### src/rtl/stats_pkg.sv
// Shared constants and arithmetic helpers for the RX/TX statistics meters.
package stats_pkg;

    // Preamble/SFD (8) plus inter-frame gap (12) added to every frame length.
    localparam int unsigned STATS_OVERHEAD_BYTES = 20;
    // One second at the 125 MHz MAC clock.
    localparam int unsigned STATS_WINDOW_125M    = 125_000_000;
    // Timestamp width, shared with the TX timestamp inserter and the register block.
    localparam int unsigned TS_W                 = 24;
    // Accumulator and published-counter width.
    localparam int unsigned ACC_W                = 32;
    // Per-frame byte addend: 16-bit length plus overhead needs one extra bit.
    localparam int unsigned ADD_W                = 17;

    // Saturating add of a 17-bit addend into a 32-bit accumulator; sticks at all-ones.
    function automatic logic [ACC_W-1:0] sat_add32(input logic [ACC_W-1:0] acc,
                                                   input logic [ADD_W-1:0] addend);
        logic [ACC_W:0] sum;
        sum = {1'b0, acc} + {{(ACC_W + 1 - ADD_W){1'b0}}, addend};
        if (sum[ACC_W]) begin
            return {ACC_W{1'b1}};
        end else begin
            return sum[ACC_W-1:0];
        end
    endfunction

endpackage

### src/rtl/rx_stats_meter_if.sv
// Per-frame event bus from the RX frame parser into the statistics meter.
interface rx_stats_meter_if;
    import stats_pkg::*;

    logic            frame_valid;
    logic [15:0]     frame_len;
    logic [31:0]     frame_srcip;
    logic            ts_valid;
    logic [TS_W-1:0] frame_ts;

    // Parser side drives the event.
    modport master (
        output frame_valid,
        output frame_len,
        output frame_srcip,
        output ts_valid,
        output frame_ts
    );

    // Meter side consumes the event.
    modport slave (
        input frame_valid,
        input frame_len,
        input frame_srcip,
        input ts_valid,
        input frame_ts
    );

endinterface

### src/rtl/stats_window_timer.sv
// Free-running measurement window timer. Counts 0..WINDOW-1 and raises a
// registered one-cycle boundary pulse during the cycle the count is WINDOW-1.
module stats_window_timer
    import stats_pkg::*;
#(
    parameter int unsigned WINDOW = STATS_WINDOW_125M
) (
    input  logic clk,
    input  logic rst_n,
    output logic boundary
);

    localparam int unsigned       CNT_W  = (WINDOW > 1) ? $clog2(WINDOW) : 1;
    localparam logic [CNT_W-1:0]  LAST_C = CNT_W'(WINDOW - 1);
    localparam logic [CNT_W-1:0]  ZERO_C = {CNT_W{1'b0}};
    localparam logic [CNT_W-1:0]  ONE_C  = CNT_W'(1);

    logic [CNT_W-1:0] win_cnt_r;
    logic [CNT_W-1:0] win_cnt_nxt_s;
    logic             boundary_r;

    // Next count: wrap to zero after the last cycle of the window.
    always_comb begin
        win_cnt_nxt_s = win_cnt_r;
        if (win_cnt_r == LAST_C) begin
            win_cnt_nxt_s = ZERO_C;
        end else begin
            win_cnt_nxt_s = win_cnt_r + ONE_C;
        end
    end

    // Count register; boundary is pre-decoded from the next count so it is a flop output
    // that is high exactly while win_cnt_r == WINDOW-1.
    always_ff @(posedge clk) begin
        if (!rst_n) begin
            win_cnt_r  <= ZERO_C;
            boundary_r <= (LAST_C == ZERO_C);
        end else begin
            win_cnt_r  <= win_cnt_nxt_s;
            boundary_r <= (win_cnt_nxt_s == LAST_C);
        end
    end

    assign boundary = boundary_r;

endmodule

### src/rtl/rx_stats_meter.sv
// Per-port RX statistics: frames and bytes per window, one-way latency from the
// TX timestamp, and source IPv4 of the last frame. All outputs are flop outputs.
module rx_stats_meter
    import stats_pkg::*;
#(
    parameter int unsigned WINDOW   = STATS_WINDOW_125M,
    parameter int unsigned OVERHEAD = STATS_OVERHEAD_BYTES
) (
    input  logic              clk,
    input  logic              rst_n,
    rx_stats_meter_if.slave   frm,
    input  logic [TS_W-1:0]   global_counter,
    output logic [ACC_W-1:0]  pps,
    output logic [ACC_W-1:0]  throughput,
    output logic [TS_W-1:0]   latency,
    output logic [31:0]       ipv4_ip,
    output logic              update
);

    localparam logic [ADD_W-1:0] OVERHEAD_C = ADD_W'(OVERHEAD);
    localparam logic [ADD_W-1:0] ONE_FRAME_C = ADD_W'(1);

    logic             boundary_s;
    logic [ADD_W-1:0] addend_s;
    logic [ACC_W-1:0] acc_frames_r;
    logic [ACC_W-1:0] acc_bytes_r;
    logic [ACC_W-1:0] acc_frames_nxt_s;
    logic [ACC_W-1:0] acc_bytes_nxt_s;
    logic [ACC_W-1:0] pps_r;
    logic [ACC_W-1:0] throughput_r;
    logic [TS_W-1:0]  latency_r;
    logic [31:0]      ipv4_ip_r;
    logic             update_r;

    stats_window_timer #(
        .WINDOW (WINDOW)
    ) u_timer (
        .clk      (clk),
        .rst_n    (rst_n),
        .boundary (boundary_s)
    );

    // Wire-length plus preamble/IFG overhead, 17 bits so it never truncates.
    assign addend_s = {1'b0, frm.frame_len} + OVERHEAD_C;

    // Accumulator next-state: a boundary frame seeds the new window, otherwise accumulate with saturation.
    always_comb begin
        acc_frames_nxt_s = acc_frames_r;
        acc_bytes_nxt_s  = acc_bytes_r;
        if (boundary_s) begin
            if (frm.frame_valid) begin
                acc_frames_nxt_s = 32'd1;
                acc_bytes_nxt_s  = {{(ACC_W - ADD_W){1'b0}}, addend_s};
            end else begin
                acc_frames_nxt_s = 32'd0;
                acc_bytes_nxt_s  = 32'd0;
            end
        end else if (frm.frame_valid) begin
            acc_frames_nxt_s = sat_add32(acc_frames_r, ONE_FRAME_C);
            acc_bytes_nxt_s  = sat_add32(acc_bytes_r, addend_s);
        end else begin
            acc_frames_nxt_s = acc_frames_r;
            acc_bytes_nxt_s  = acc_bytes_r;
        end
    end

    // Window accumulators and the per-window published counters with their update strobe.
    always_ff @(posedge clk) begin
        if (!rst_n) begin
            acc_frames_r <= 32'd0;
            acc_bytes_r  <= 32'd0;
            pps_r        <= 32'd0;
            throughput_r <= 32'd0;
            update_r     <= 1'b0;
        end else begin
            acc_frames_r <= acc_frames_nxt_s;
            acc_bytes_r  <= acc_bytes_nxt_s;
            update_r     <= boundary_s;
            if (boundary_s) begin
                pps_r        <= acc_frames_r;
                throughput_r <= acc_bytes_r;
            end else begin
                pps_r        <= pps_r;
                throughput_r <= throughput_r;
            end
        end
    end

    // One-way latency: timebase minus TX stamp, modulo 2^TS_W so counter wrap is harmless.
    always_ff @(posedge clk) begin
        if (!rst_n) begin
            latency_r <= 24'd0;
        end else if (frm.frame_valid && frm.ts_valid) begin
            latency_r <= global_counter - frm.frame_ts;
        end else begin
            latency_r <= latency_r;
        end
    end

    // Capture the source address of every good frame.
    always_ff @(posedge clk) begin
        if (!rst_n) begin
            ipv4_ip_r <= 32'd0;
        end else if (frm.frame_valid) begin
            ipv4_ip_r <= frm.frame_srcip;
        end else begin
            ipv4_ip_r <= ipv4_ip_r;
        end
    end

    assign pps        = pps_r;
    assign throughput = throughput_r;
    assign latency    = latency_r;
    assign ipv4_ip    = ipv4_ip_r;
    assign update     = update_r;

endmodule

### src/flat_wrapper.sv
// flat-port wrapper written by rule: the top's interface ports become plain ports
module rx_stats_meter_flat import stats_pkg::*;
#(
    parameter int unsigned WINDOW   = STATS_WINDOW_125M,
    parameter int unsigned OVERHEAD = STATS_OVERHEAD_BYTES
)
  (clk, rst_n, global_counter, pps, throughput, latency, ipv4_ip, update, frm_frame_valid, frm_frame_len, frm_frame_srcip, frm_ts_valid, frm_frame_ts);
  rx_stats_meter_if frm_i ();
  input  logic clk;
  input  logic rst_n;
  input  logic [TS_W-1:0] global_counter;
  output logic [ACC_W-1:0] pps;
  output logic [ACC_W-1:0] throughput;
  output logic [TS_W-1:0] latency;
  output logic [31:0] ipv4_ip;
  output logic update;
  input wire logic [$bits(frm_i.frame_valid)-1:0] frm_frame_valid;
  input wire logic [$bits(frm_i.frame_len)-1:0] frm_frame_len;
  input wire logic [$bits(frm_i.frame_srcip)-1:0] frm_frame_srcip;
  input wire logic [$bits(frm_i.ts_valid)-1:0] frm_ts_valid;
  input wire logic [$bits(frm_i.frame_ts)-1:0] frm_frame_ts;
  assign frm_i.frame_valid = frm_frame_valid;
  assign frm_i.frame_len = frm_frame_len;
  assign frm_i.frame_srcip = frm_frame_srcip;
  assign frm_i.ts_valid = frm_ts_valid;
  assign frm_i.frame_ts = frm_frame_ts;
  rx_stats_meter #(.WINDOW(WINDOW), .OVERHEAD(OVERHEAD)) u_core (.clk(clk), .rst_n(rst_n), .frm(frm_i), .global_counter(global_counter), .pps(pps), .throughput(throughput), .latency(latency), .ipv4_ip(ipv4_ip), .update(update));
endmodule
### config.mk
export PLATFORM = sky130hd
export DESIGN_NAME = rx_stats_meter_flat
export DESIGN_NICKNAME = d
export VERILOG_FILES = /design/src/rtl/stats_pkg.sv /design/src/rtl/rx_stats_meter_if.sv /design/src/rtl/stats_window_timer.sv /design/src/rtl/rx_stats_meter.sv /design/src/flat_wrapper.sv
export SDC_FILE = /design/constraint.sdc
export NUM_CORES = 1
export LEC_CHECK = 0
export ABC_AREA = 0
export CAP_MARGIN = 25
export CORE_MARGIN = 2
export CORE_UTILIZATION = 35
export CTS_BUF_LIST = sky130_fd_sc_hd__clkbuf_8 sky130_fd_sc_hd__clkbuf_16
export CTS_CLUSTER_SIZE = 25
export DETAILED_ROUTE_END_ITERATION = 8
export PLACE_DENSITY_LB_ADDON = 0.25
export SYNTH_ARGS = -nofsm -noshare
export SYNTH_HDL_FRONTEND = slang
export SYNTH_HIERARCHICAL = 1
export SYNTH_SLANG_ARGS = --single-unit
export TNS_END_PERCENT = 10
### constraint.sdc
create_clock -name clk -period 7.1 [get_ports clk]
set_input_delay 1.42 -clock clk [delete_from_list [all_inputs] [get_ports clk]]
set_output_delay 1.42 -clock clk [all_outputs]
set_load 0.02 [all_outputs]
==> metrics.txt, run 1 <==
PnR worst setup slack=about 2.2 ns; core area=around 31000 sq um; R2R Setup Slk=4.01 ns; Design Power=between 3 and 4 mW; Placed Area=about 14000 sq um; largest net degree at the start of global routing=between 80 and 90; Critical R2R Launch=u_core/acc_bytes_r[0]; Syn Nets=1422; distinct cell type count after synthesis=90; CTS Buf Count=25; period utilization=0.687; status=completed; worst reg2reg path depth=11; CP endpoint kind=register; Post-synth top flop=dfxtp_1; die height=about 180 microns; maximum clock path buffer count=3; critical hold path startpoint=u_core/latency[5]; Crit Path Max Fanout=14; area share of the largest cell type after synthesis=0.386; Slowest-stage cell, CP=or4b_2; Routed wire per std cell=approximately 16 microns; leakage=roughly 5.5 nW; Worst Skew=~0.012 ns; post-layout util=0.459; hold path cells=2; Setup TNS Final=0 ns; worst skew pair latency=between 0.5 and 0.6 ns; Final Hold Vio Count=0; vias in the first global route=between 9k and 10k; IO Pins=221; CP required=7.47 ns; Async SR Flop Fraction=0; CP arrival=5.24 ns; starting density of the core=0.353; final setup vio count=0; Die X=between 150 and 200 microns; fin. max-slew vios=0; total congestion overflow=0; row count=65; ranking of synthesized cells by area=dfxtp_1 39%, mux2i_1 8.8%, nor2_1 6.6%; post-synthesis cell count=about 1.3k; Seq/Total Area, Yosys=0.386; fmax=205 MHz; relative slew slack=0.322; post-route antenna net violation count=0; Worst Setup Start Kind=primary input; port bufs=220; DR vias=9740; CTS tree=built; Tightest Hold Check Type=register to register; min Tclk post-route=approximately 5 ns; Pre-Repair DR Iteration Count=5; antenna violations before repair=1; Post-synth EDFFs=0; RSZ-0062 raised after global routing=no; layout cells sized above 1=0.0598; worst r2r dst=u_core/acc_bytes_r[26]; Post-Place Setup Slack=1.74 ns; fin area=~14000 sq um; max_cap viols=0; gpl congestion=about 0.9; CP Cell Sequence=clkdlybuf4s50_1, a21oi_1, or4b_2, nor2_1, xor2_1, ha_1, a21o_1, a2111o_1, a21oi_2, or3_4, and3_4, a221oi_1; Peak supply drop=between 0.15 and 0.2 mV; yosys warns=6; FF+latch count, synth=about 210; Crit Path Category=primary input to register; final wirelength=approximately 30000 microns; P&R area growth vs syn=30.1%; crit path launch=frm_frame_len[3]; WHS Endpoint=u_core/latency[5]; clock-pin slew on the worst setup and hold paths=roughly 0.060 ns; root buf cell=clkbuf_16; Post CTS Setup Buffer Count=0; vias per cell=5.15; CP max stage delay=0.76 ns; area leader, netlist=dfxtp_1; gr usage total=0.177; CTS sink cnt=213; htree depth=1; DP HPWL=21300 microns; die area=about 33000 sq um; Hold Buf Count CTS=0; final net count=about 1.6k; Synth Area per Inst=~8.7 sq um; # DRC=0; Worst Max-Slew Pin Slew=approximately 1.0 ns; CP Buf/Inv Count=1; Power Density=209 nW/um^2; post-CTS sizing=0; Synth Cell Area=around 11000 sq um; Initial DRC Count=572; first-pass GRT wire length=just under 50000 microns; delay-heaviest family, CP=simple AND/OR/NAND/NOR gates
per-stage QoR:
stage | std cells | hold WS (ns)
2_1_floorplan | 1277 | 0.447
3_3_place_gp | 1844 | 0.440
3_5_place_dp | 1844 | 0.446
4_1_cts | 1889 | 0.461
5_1_grt | 1891 | 0.488
6_report | 1891 | 0.461
cell usage after synthesis, drive strengths merged, types with 6 or more instances:
library cell  count
a211oi           17
a21o             14
a21oi            73
a311oi            8
a31oi            17
and2             17
and3             27
and4              8
buf              18
clkbuf           43
dfxtp           213
ha               43
inv              44
mux2i            97
nand2            82
nand2b            6
nand3            58
nand4            18
nor2            196
nor2b            14
nor3             31
nor3b             9
nor4              6
o211ai            8
o21a             11
o21ai            44
or3               8
or4               7
xnor2            30
xor2             34
cell families (layout without fill, tap and decap cells):
family	after synthesis	after routing	synth area share
AND/OR/NAND/NOR	507	507	0.231
other	0	1	0
multiplexers	99	99	0.0899
XOR/XNOR	64	64	0.0507
adder cells (fa/ha/maj)	45	45	0.0523
flip-flops	213	213	0.386
AO/OA/AOI/OAI	244	244	0.152
buffers and inverters	105	316	0.0388
flip-flops by register name, summed over array words and instances (netlist names):
register                  flops
u_core/update                 1
u_core/u_timer/win_cnt_r     27
u_core/acc_bytes_r           32
u_core/latency               24
u_core/throughput            32
u_core/pps                   32
u_core/acc_frames_r          32
u_core/u_timer/boundary       1
u_core/ipv4_ip               32
how the worst max path moves through the flow:
stage               cells past startpoint                      to
global route                           13  u_core/acc_bytes_r[23]
finish                                 12   u_core/acc_bytes_r[5]
global placement                       12   u_core/acc_bytes_r[5]
detailed placement                     12   u_core/acc_bytes_r[5]
floorplan                              12   u_core/acc_bytes_r[7]
CTS                                    12   u_core/acc_bytes_r[5]
worst min-delay path, delay by kind of cell (launching register included):
kind	cells	cell delay (ns)
compound gates	1	0.05
simple gates	1	0.05
flops	1	0.31
power by group:
group	internal, mW	leakage [nW]	switching [mW]	total [mW]
Combinational	0.229	3.36	0.265	0.494
Sequential	1.23	1.73	0.0294	1.26
Clock	0.747	0.422	0.505	1.25
cell type report:
class                   instances  area [sq um]
inverters                      44           168
fillers                      3022         16900
clock inverters                13          90.1
clock buffers                  32           722
repair buffers                227          2260
diodes                          1          2.50
well taps                     402           503
multi-input cells             959          6370
flip-flops and latches        213          4270
cell usage in the layout, fill, tap and decap left out, types with 8 or more instances in the layout:
cell	instances
clkdlybuf4s50_1	219
dfxtp_1	212
nor2_1	195
mux2i_1	97
nand2_1	81
a21oi_1	71
nand3_1	55
inv_1	50
o21ai_0	43
ha_1	43
xor2_1	34
xnor2_1	30
nor3_1	28
clkbuf_16	25
and3_1	22
and2_1	17
a31oi_1	16
nand4_1	16
a211oi_1	15
a21o_1	14
nor2b_1	14
o21a_1	11
a311oi_1	8
o211ai_1	8
nor3b_1	8
metal layers:
metal / GRT usage / vias up / part of all wire
met4: 0.0498 / 0 / 0.021
met1: 0.222 / 4497 / 0.45
met5: 0 / - / 0
met2: 0.303 / 256 / 0.46
li1: - / 4947 / -
met3: 0.0403 / 40 / 0.065
(Power assumes the default switching activity.)
==> inputs of run 2 (changes only) <==
- clock period: 7.1 -> 4.05 ns (I/O delays scaled with it)
==> run 2 against run 1 <==
Critical path depth unchanged. Register-to-register slack lost 2.8 ns. Largest cell class unchanged. Largest power group unchanged. Sequential share of layout area is 0.80 points lower.
==> metrics.txt, run 2 (same netlist as run 1, synthesis figures left out) <==
status=completed (unchanged); CP arrival=4.30 ns (was 5.24 ns); gpl congestion=0.895 (was 0.906); most common library cell in the layout ignoring fill and taps=clkdlybuf4s50_1 (unchanged); post-route antenna net violation count=0 (unchanged); starting density of the core=0.353 (unchanged); core area=31300 sq um (unchanged); relative slew slack=0.391 (was 0.322); gr usage total=0.178 (was 0.177); worst skew pair latency=0.54 ns (was 0.52 ns); Die X=182 microns (unchanged); die area=33000 sq um (unchanged); htree depth=1 (unchanged); total congestion overflow=0 (unchanged); vias per cell=5.16 (was 5.15); port bufs=220 (unchanged); net switching power=1.45 mW (was 799 uW); Worst Max-Slew Pin Slew=0.912 ns (was 1.01 ns); CTS sink cnt=213 (unchanged); min Tclk post-route=between 3 and 4 ns; DP HPWL=21900 microns (was 21300 microns); layout cells sized above 1=0.0941 (was 0.0598); leakage=5.77 nW (was 5.51 nW); IO Pins=221 (unchanged); period utilization=0.966; Combinational Power Share=0.176 (was 0.164); Design Power=5.35 mW (was 3.01 mW); clock network fraction of total power=0.410 (was 0.416); DR vias=10.0k (was 9740); most frequent cells in the layout=219 x clkdlybuf4s50_1, 212 x dfxtp_1, 195 x nor2_1 (unchanged); CTS tree=built (unchanged); CTS Buf Count=26 (was 25); maximum clock path buffer count=3 (unchanged); multi-input logic area=6380 sq um (was 6370 sq um); Power Density=362 nW/um^2 (was 209 nW/um^2); clock-pin slew on the worst setup and hold paths=0.06 ns (about the same); Tightest Hold Check Type=register to register (unchanged); Crit Path Max Fanout=11 (was 14); row count=65 (unchanged); die height=182 microns (unchanged); register area=4270 sq um (unchanged); internal cell power=3.91 mW (was 2.21 mW); fin. max-slew vios=0 (unchanged); P&R area growth vs syn=33.7% (was 30.1%); CP endpoint kind=register (unchanged); Pre-Repair DR Iteration Count=5 (unchanged); Setup TNS Final=0 ns (unchanged); Hold Buf Count CTS=0 (unchanged); Worst Setup Start Kind=primary input (unchanged); antenna violations before repair=0 (was 1); first-pass GRT wire length=48800 microns (was 48700 microns); Initial DRC Count=494 (was 572); vias in the first global route=9600 (was 9678); Crit Path Category=primary input to register (unchanged); largest net degree at the start of global routing=60 (was 83); Routed wire per std cell=15.7 microns (was 15.9 microns); CP required=4.44 ns (was 7.47 ns); root buf cell=clkbuf_16 (unchanged); Peak supply drop=0.277 mV (was 0.188 mV); # DRC=0 (unchanged); final wirelength=30500 microns (was 30000 microns); final net count=1669 (was 1615); max_cap viols=0 (unchanged); fmax=approximately 260 MHz; Flop pwr share=0.414 (was 0.419); ANT cells=0 (was 1); Final Hold Vio Count=0 (unchanged); Switching Share=0.270 (was 0.266); Filler cells=3018 (was 3022); final setup vio count=0 (unchanged); Worst Skew=0.0313 ns (was 0.0119 ns)
[run 2: power groups by stage]
stage	Clock, mW	Sequential, mW	Combinational [mW]
after floorplan	0	2.29	0.514
after global placement	0	2.26	0.924
after detailed placement	0	2.26	0.933
after CTS	2.26	2.21	0.938
after global routing	2.34	2.22	1.03
final	2.20	2.21	0.943
[run 2: cell type report]
class,count,area share
multi-input combinational,959,0.431
sequential,213,0.289
timing repair buffer,280,0.180
clock buffer,29,0.0468
tap,402,0.0340
inverter,44,0.0113
clock inverter,16,0.00770
[run 2: final timing paths]
kind                                            start                     to  slack, ns  cells past startpoint
worst min-delay path                u_core/latency[5]      u_core/latency[5]       0.46                      2
worst min register to register      u_core/latency[5]      u_core/latency[5]       0.46                      2
worst max register to register  u_core/acc_bytes_r[0]  u_core/acc_bytes_r[5]       1.16                     11
worst max-delay path                 frm_frame_len[3]  u_core/acc_bytes_r[5]       0.14                     12
[run 2: timing repair]
item | in CTS | in global routing
gates resized for setup | 0 | 3
buffers inserted | 0 | 0
setup endpoints to repair | 0 | 8
[run 2: critical path, cell delays in order]
cell             delay, ns
clkdlybuf4s50_1       0.55
a21oi_1               0.16
or4b_2                0.71
nor2_1                0.15
xor2_1                0.20
ha_1                  0.27
a21o_1                0.19
a2111o_1              0.45
a21oi_4               0.18
or3_4                 0.17
and3_4                0.32
a221oi_1              0.12
[run 2: layer usage]
layer	share of wire	vias up	global-route usage
li1	-	5051	-
met1	0.44	4656	0.220
met2	0.47	274	0.312
met3	0.063	47	0.0391
met4	0.022	0	0.0459
met5	0	-	0
[run 2: stage by stage]
stage          cell area (sq um)  hold WS (ns)  setup slack, ns   util  instances
3_3_place_gp               14000         0.445           -0.398  0.446       1898
5_1_grt                    14800         0.476         -0.00124  0.472       1943
2_1_floorplan              11100         0.447            0.318      -       1277
6_report                   14800         0.457            0.138  0.472       1943
4_1_cts                    14800         0.462            0.160  0.472       1943
3_5_place_dp               14000         0.451           -0.417  0.446       1898
==> inputs of run 3 (changes only) <==
- CTS_CLUSTER_SIZE: 25 -> 24
- RECOVER_POWER: not set -> 25
==> run 3 against run 2 <==
The flow now finishes with violations (max-capacitance violations, max-slew violations). Non-clock buffer count is the same. Global-route usage did not move. Via count about the same. Combinational power about the same. Sequential share of layout area about the same. Flip-flop and latch count is the same. Critical path type unchanged. Critical endpoint is now u_core/acc_bytes_r[6].
==> metrics.txt, run 3 (same netlist as run 1, synthesis figures left out) <==
Post-Place Setup Slack=-0.417 ns (unchanged); post-route antenna net violation count=0 (unchanged); largest net degree at the start of global routing=60 (unchanged); antenna violations before repair=0 (unchanged); min Tclk post-route=3.94 ns (was 3.91 ns); leakage=5.75 nW (was 5.77 nW); CTS Buf Count=26 (unchanged); most frequent cells in the layout=217 x clkdlybuf4s50_1, 213 x dfxtp_1, 195 x nor2_1 (was 219 x clkdlybuf4s50_1, 212 x dfxtp_1, 195 x nor2_1); row count=65 (unchanged); CP Depth=14 (was 12); Tightest Hold Check Type=register to register (unchanged); Peak supply drop=0.278 mV (was 0.277 mV); gpl congestion=0.895 (unchanged); DR vias=10.0k (about the same); clock-pin slew on the worst setup and hold paths=0.06 ns (about the same); final wirelength=30500 microns (about the same); ANT cells=0 (unchanged); Placed Area=14000 sq um (unchanged); CP Buf/Inv Count=4 (was 1); CP endpoint kind=register (unchanged); DP HPWL=21900 microns (unchanged); Hold Buf Count CTS=0 (unchanged); CP arrival=4.39 ns (was 4.30 ns); most common library cell in the layout ignoring fill and taps=clkdlybuf4s50_1 (unchanged); status=finished with violations (was completed); layout cells sized above 1=0.0909 (was 0.0941); max_cap viols=3 (was 0); CP max stage delay=0.71 ns (about the same); fmax=254 MHz (was 256 MHz); final setup vio count=0 (unchanged); CP required=4.50 ns (was 4.44 ns); Worst Setup Start Kind=primary input (unchanged); total congestion overflow=0 (unchanged); starting density of the core=0.353 (unchanged); die height=182 microns (unchanged); Crit Path Max Fanout=5 (was 11); maximum clock path buffer count=3 (unchanged); # DRC=0 (unchanged); P&R area growth vs syn=33.4% (was 33.7%); CTS sink cnt=213 (unchanged); Worst Max-Slew Pin Slew=2.20 ns (was 0.912 ns); fin. max-slew vios=130 (was 0); CP Cell Sequence=clkdlybuf4s50_1, a21oi_1, or4b_2, buf_4, nor3_1, xor2_1, ha_2, o21a_1, nor2_1, buf_4, buf_4, or4_1, o21ai_0, a32o_1 (was clkdlybuf4s50_1, a21oi_1, or4b_2, nor2_1, xor2_1, ha_1, a21o_1, a2111o_1, a21oi_4, or3_4, and3_4, a221oi_1); post-layout util=0.471 (was 0.472); htree depth=1 (unchanged); first-pass GRT wire length=48800 microns (unchanged); CP dominant cell by count=buf_4; Final Hold Vio Count=0 (unchanged); CTS tree=built (unchanged); failing checks=max-capacitance violations, max-slew violations; Worst Skew=0.0314 ns (was 0.0313 ns); fin area=14700 sq um (was 14800 sq um); Initial DRC Count=495 (was 494); vias per cell=5.16 (about the same); Die X=182 microns (unchanged); period utilization=0.972 (was 0.966); vias in the first global route=9600 (unchanged); Power Density=363 nW/um^2 (was 362 nW/um^2); Slowest-stage cell, CP=or4b_2 (unchanged); gr usage total=0.178 (unchanged); relative slew slack=-0.464 (was 0.391); Filler cells=3024 (was 3018); Routed wire per std cell=15.7 microns (about the same); PnR worst setup slack=0.113 ns (was 0.138 ns); root buf cell=clkbuf_16 (unchanged); die area=33000 sq um (unchanged); Crit Path Category=primary input to register (unchanged); final net count=1669 (unchanged); core area=31300 sq um (unchanged); hold path cells=2 (unchanged); Pre-Repair DR Iteration Count=5 (unchanged); worst skew pair latency=0.54 ns (about the same); delay-heaviest family, CP=simple AND/OR/NAND/NOR gates (unchanged); IO Pins=221 (unchanged); worst reg2reg path depth=5 (was 11); port bufs=220 (unchanged); Design Power=5.35 mW (about the same)
==> run 3: cell count changes in the layout (fill, tap and decap cells not counted), moves of 2 or more <==
cell,before,now
buf_4,60,57
clkbuf_1,0,3
clkdlybuf4s50_1,219,217
dlygate4sd3_1,0,2
==> run 3: worst register-to-register path, stage by stage, from the launching register on <==
cell	delay (ns)
dfxtp_1	1.32
clkbuf_2	1.36
nor2_1	0.12
buf_4	0.25
o21ai_0	0.09
a31oi_1	0.06
==> run 3: path summary, 6_finish.rpt <==
kind	from	to	slack, ns
setup reg to reg	u_core/u_timer/boundary	u_core/acc_frames_r[2]	0.71
setup / recovery	frm_frame_len[3]	u_core/acc_bytes_r[6]	0.11
hold / removal	u_core/latency[5]	u_core/latency[5]	0.46
hold reg to reg	u_core/latency[5]	u_core/latency[5]	0.46
==> run 3: per-layer routing <==
metal,GRT usage,part of all wire
met1,0.220,0.44
met2,0.312,0.47
met3,0.0391,0.063
met4,0.0459,0.022
met5,0,0
==> run 3: timing repair <==
| item | in CTS | in global routing |
|---|---|---|
| resized for setup | 0 | 3 |
| setup buffers | 0 | 0 |
| endpoints found under the setup margin | 0 | 8 |
==> run 3: final cells by class <==
| class | count | area [sq um] | area share |
|---|---|---|---|
| clock inverter | 16 | 114 | 0.00772 |
| inverter | 44 | 168 | 0.0114 |
| timing repair buffer | 280 | 2640 | 0.179 |
| multi-input combinational | 959 | 6370 | 0.432 |
| clock buffer | 29 | 692 | 0.0469 |
| sequential | 213 | 4260 | 0.289 |
| tap | 402 | 503 | 0.0341 |
==> run 3: where the power goes <==
group          switching (mW)  internal [mW]
logic                   0.478          0.462
registers              0.0523           2.16
clock network           0.917           1.28
total                    1.45           3.90
==> run 3: per-stage QoR <==
step,instances,hold slack (ns),setup TNS (ns)
2_1_floorplan,1277,0.447,0
3_3_place_gp,1898,0.445,-10.32
3_5_place_dp,1898,0.451,-10.76
4_1_cts,1943,0.462,0
5_1_grt,1943,0.476,-0.00124
6_report,1943,0.457,0
==> edit 1, RTL diff (settings of run 2) <==
Reset style: asynchronous (`rst_n`), changed in 4 clocked blocks.
--- a/src/rtl/stats_window_timer.sv
+++ b/src/rtl/stats_window_timer.sv
@@ -33,3 +33,3 @@
     // that is high exactly while win_cnt_r == WINDOW-1.
-    always_ff @(posedge clk) begin
+    always_ff @(posedge clk or negedge rst_n) begin
         if (!rst_n) begin
--- a/src/rtl/rx_stats_meter.sv
+++ b/src/rtl/rx_stats_meter.sv
@@ -67,3 +67,3 @@
     // Window accumulators and the per-window published counters with their update strobe.
-    always_ff @(posedge clk) begin
+    always_ff @(posedge clk or negedge rst_n) begin
         if (!rst_n) begin
@@ -89,3 +89,3 @@
     // One-way latency: timebase minus TX stamp, modulo 2^TS_W so counter wrap is harmless.
-    always_ff @(posedge clk) begin
+    always_ff @(posedge clk or negedge rst_n) begin
         if (!rst_n) begin
@@ -100,3 +100,3 @@
     // Capture the source address of every good frame.
-    always_ff @(posedge clk) begin
+    always_ff @(posedge clk or negedge rst_n) begin
         if (!rst_n) begin
Behaviour: differs if rst_n is asserted again (counterexample within 4 cycles, from zero or initial values and one cycle with rst_n low); with rst_n held inactive, the same outputs for 10 cycles.
==> edit 1 against run 2 <==
Utilization is 0.35 points higher; cell count is 4.8% lower; setup slack better by 0.21 ns; clock skew is 0.022 ns lower; synthesized area is 4.8% higher; first-iteration DRC count is 4.3% lower; wire length is 3.1% lower; maximum frequency is 5.6% higher; sequential cell count stayed put; design area is 4.7% higher; critical path type unchanged.
Power is not compared: it rests on default switching activity, and its combinational part moved more than twofold at a synthesized area within 25%.
==> edit 1: results (changes against run 2) <==
per-cell routed wire length=15.96 um (+1.8%); multi-input gate area in the final layout=0.005881 mm2 (-7.8%); status=finished clean; maximum clock path buffer count=3 (unchanged); Cell variety after synth=74 (-18%); fraction of area in registers=34.47% (+5.6 points); top cells by area in the synthesized netlist=dfrtp_1, mux2_2, ha_1, xor2_1, o21ai_0; Worst Max-Slew Pin Slew=0.7634 ns (-0.1487 ns); multi-input combinational cell count=820 (-14%); DP Worst Slack=-0.1595 ns (+0.2578 ns); crit path from=frm_frame_len[2]; Syn Nets=1274 (-10%); full die area=0.03458 mm2 (+4.7%); layout cell share with drive strength beyond 1=16.57% (+7.2 points); Critical Path Max Stage Delay=0.50 ns (-0.21 ns); via count normalized by instance count=5.142 (-0.37%); fraction of area in multi-input gates=38.00% (-5.1 points); GRT Resource Usage Total=17.13% (-0.63 points); share of synthesized area spent on multiplexers=9.988% (+1.0 points); Mapped Avg Cell Area=10.26 um2 (+19%); CP Capture Point=u_core/acc_bytes_r[21]$_DFFE_PN0P_; count of non-CTS buffers in the layout=281 (+0.36%); register-to-register setup slack=1.23 ns (+0.07 ns); net total in the final layout=1532 (-8.2%); maximum number of pins on one net before global-route repair=103 (+72%); gpl congestion=0.8931 (-0.16%); arithmetic-cell share of the synthesized area counting full adders, half adders and majority gates=4.989% (-0.24 points); first-iteration detailed-routing DRC count=473 (-4.3%); Post-Route Hold Slack=0.3238 ns (-0.1331 ns); worst hold path type=in2async; number of inverters outside the clock class in the layout=45 (+2.3%); Final Cycle Share=91.50% (-5.1 points); Critical Path AT=4.12 ns (-0.18 ns); async set or reset register ratio after synthesis=100.0% (+100 points); clock buffer count=31 (+6.9%); Clock buffers and inverters, area share=5.563% (+0.11 points); total wire length after detailed routing=29520 um (-3.1%); sequential area share after synthesis=46.00% (+7.4 points); worst clock skew=0.009679 ns (-0.02163 ns); number of instances in the placed design=1801 (-5.1%); Synth Area in Compound Gates=14.77% (-0.43 points); filler cell count=3089 (+2.4%); most used flip-flop cell after synthesis=dfrtp_1; fraction of area in non-clock buffers=17.29% (-0.72 points)
edit 1: per-layer routing:
metal | part of all wire [%] | wire, um | vias up | track usage [%]
li1 | - | - | 4668 | -
met1 | 46 | 13460 | 4567 | 23.34
met2 | 47 | 13790 | 230 | 28.06
met3 | 5.8 | 1699 | 43 | 3.483
met4 | 1.9 | 571 | 0 | 3.811
met5 | 0 | 0 | - | 0
edit 1: power groups by stage:
stage	logic (mW)	clock network [mW]	registers, mW
final	2.02	2.31	2.51
after global routing	2.25	2.47	2.54
after CTS	2.03	2.39	2.51
after detailed placement	2.00	0	2.55
after global placement	1.99	0	2.55
after floorplan	1.14	0	2.60
edit 1: worst register-to-register path, stage by stage, from the launching register on:
cell and delay, ns:
dfrtp_1 0.41, ha_1 0.21, inv_1 0.06, fa_1 0.37
nor2b_1 0.16, o21a_1 0.16, o211ai_1 0.15, a211o_1 0.30
o21ai_0 0.33, xnor2_1 0.20, a311oi_1 0.12, a31o_2 0.25
==> edit 2, RTL diff (settings of run 2) <==
Without the edit above. Set the package constant `TS_W` to 36 (it was 24).
--- a/src/rtl/stats_pkg.sv
+++ b/src/rtl/stats_pkg.sv
@@ -8,3 +8,3 @@
     // Timestamp width, shared with the TX timestamp inserter and the register block.
-    localparam int unsigned TS_W                 = 24;
+    localparam int unsigned TS_W                 = 36;
     // Accumulator and published-counter width.
Interface: changed (resized frm_frame_ts, global_counter and latency); port bits go from 221 to 257. The function was not compared with the original's and may differ.
==> edit 2 against run 2 <==
Hold slack worse by 0.00097 ns; power is 12% higher; synthesized area up 8.6%; maximum frequency grew 4.3%; largest power group is now the clock network; wire length up 14%; sequential cell count up 12; sequential power grew 6%; design area up 10%; setup slack better by 0.16 ns.
==> edit 2: results (changes against run 2) <==
status=finished clean; Worst Max-Slew Pin Slew=0.9571 ns (+0.04502 ns); clock latency of the later-clocked register in the worst-skew pair=0.56 ns (+0.02 ns); share of synthesized area spent on multiplexers=9.011% (+0.024 points); filler cell count=3217 (+6.6%); DP Worst Slack=-0.4891 ns (-0.07176 ns); IO Port Bufs=256 (+16%); worst clock skew=0.02209 ns (-0.009216 ns); CP max-delay cell=clkdlybuf4s50_1; wire length on met2=16100 um (+12%); Syn Nets=1606 (+13%); global-route wire length before repair=55240 um (+13%); number of instances in the placed design=2125 (+12%); met3 Resource Use GR=3.577% (-0.33 points); Lkg Pwr=6.412 nW (+11%); XOR/XNOR Fraction of Synth Area=5.615% (+0.54 points); top cells by area in the synthesized netlist=dfxtp_1, mux2i_1, nor2_1, ha_1, a21oi_1; net total in the final layout=1887 (+13%); metal1 wirelength=15690 um (+16%); total wire length after detailed routing=34720 um (+14%); top post-synthesis cells by count=dfxtp_1, nor2_1, nand2_1, mux2i_1, a21oi_1; Critical Path AT=4.24 ns (-0.06 ns); GRT Resource Usage Total=18.70% (+0.94 points); maximum number of pins on one net before global-route repair=67 (+12%); clock buffer count from CTS=27 (+3.8%); register-to-register setup slack=1.04 ns (-0.12 ns); instance area after placement=0.01535 mm2 (+9.9%); Post-Route Hold Slack=0.4559 ns (-0.0009740 ns); Synth Area in Compound Gates=16.00% (+0.80 points); post-layout instance count excluding filler cells=2174 (+12%); largest voltage drop on the vdd net=0.0003200 V (+15%)
==> edit 2: cell count changes in the layout (fill, tap and decap cells not counted), sizes merged, moves of 7 or more <==
cell and delta:
and2 -7, o31ai +7, nor2 +11, xnor2 +11, mux2i +10, clkdlybuf4s50 +36
inv +12, nand2 +31, ha +12, o21ai +10, a21oi +32, dfxtp +12
==> edit 2: path summary, 6_finish.rpt <==
kind	from	to	cells after the start
setup reg to reg	u_core/acc_bytes_r[0]$_SDFFE_PN0P_	u_core/acc_bytes_r[9]$_SDFFE_PN0P_	13
setup / recovery	frm_frame_len[6]	u_core/acc_bytes_r[9]$_SDFFE_PN0P_	14
hold reg to reg	u_core/latency[8]$_SDFFE_PN0P_	u_core/latency[8]$_SDFFE_PN0P_	2
hold / removal	u_core/latency[8]$_SDFFE_PN0P_	u_core/latency[8]$_SDFFE_PN0P_	2
==> edit 2: where the power goes <==
| part | switching, mW | internal (mW) | leakage (nW) |
|---|---|---|---|
| Combinational | 0.558 | 0.531 | 4.11 |
| Sequential | 0.0571 | 2.29 | 1.83 |
| Clock | 1.00 | 1.53 | 0.478 |
==> edit 2: worst register-to-register path: cells and delay by family, from the launching register on <==
| family | cells | cell delay, ns |
|---|---|---|
| AO/OA/AOI/OAI | 6 | 1.10 |
| AND/OR/NAND/NOR | 3 | 0.63 |
| adder cells (fa/ha/maj) | 2 | 0.59 |
| flip-flops | 1 | 0.37 |
| buffers and inverters | 2 | 0.26 |
==> edit 2: layout make-up <==
| type | count | area share (%) |
|---|---|---|
| inverter | 56 | 1.306 |
| timing repair buffer | 315 | 18.71 |
| multi-input combinational | 1081 | 43.13 |
| clock inverter | 15 | 1.006 |
| sequential | 225 | 27.67 |
| clock buffer | 34 | 4.739 |
| tap | 448 | 3.441 |
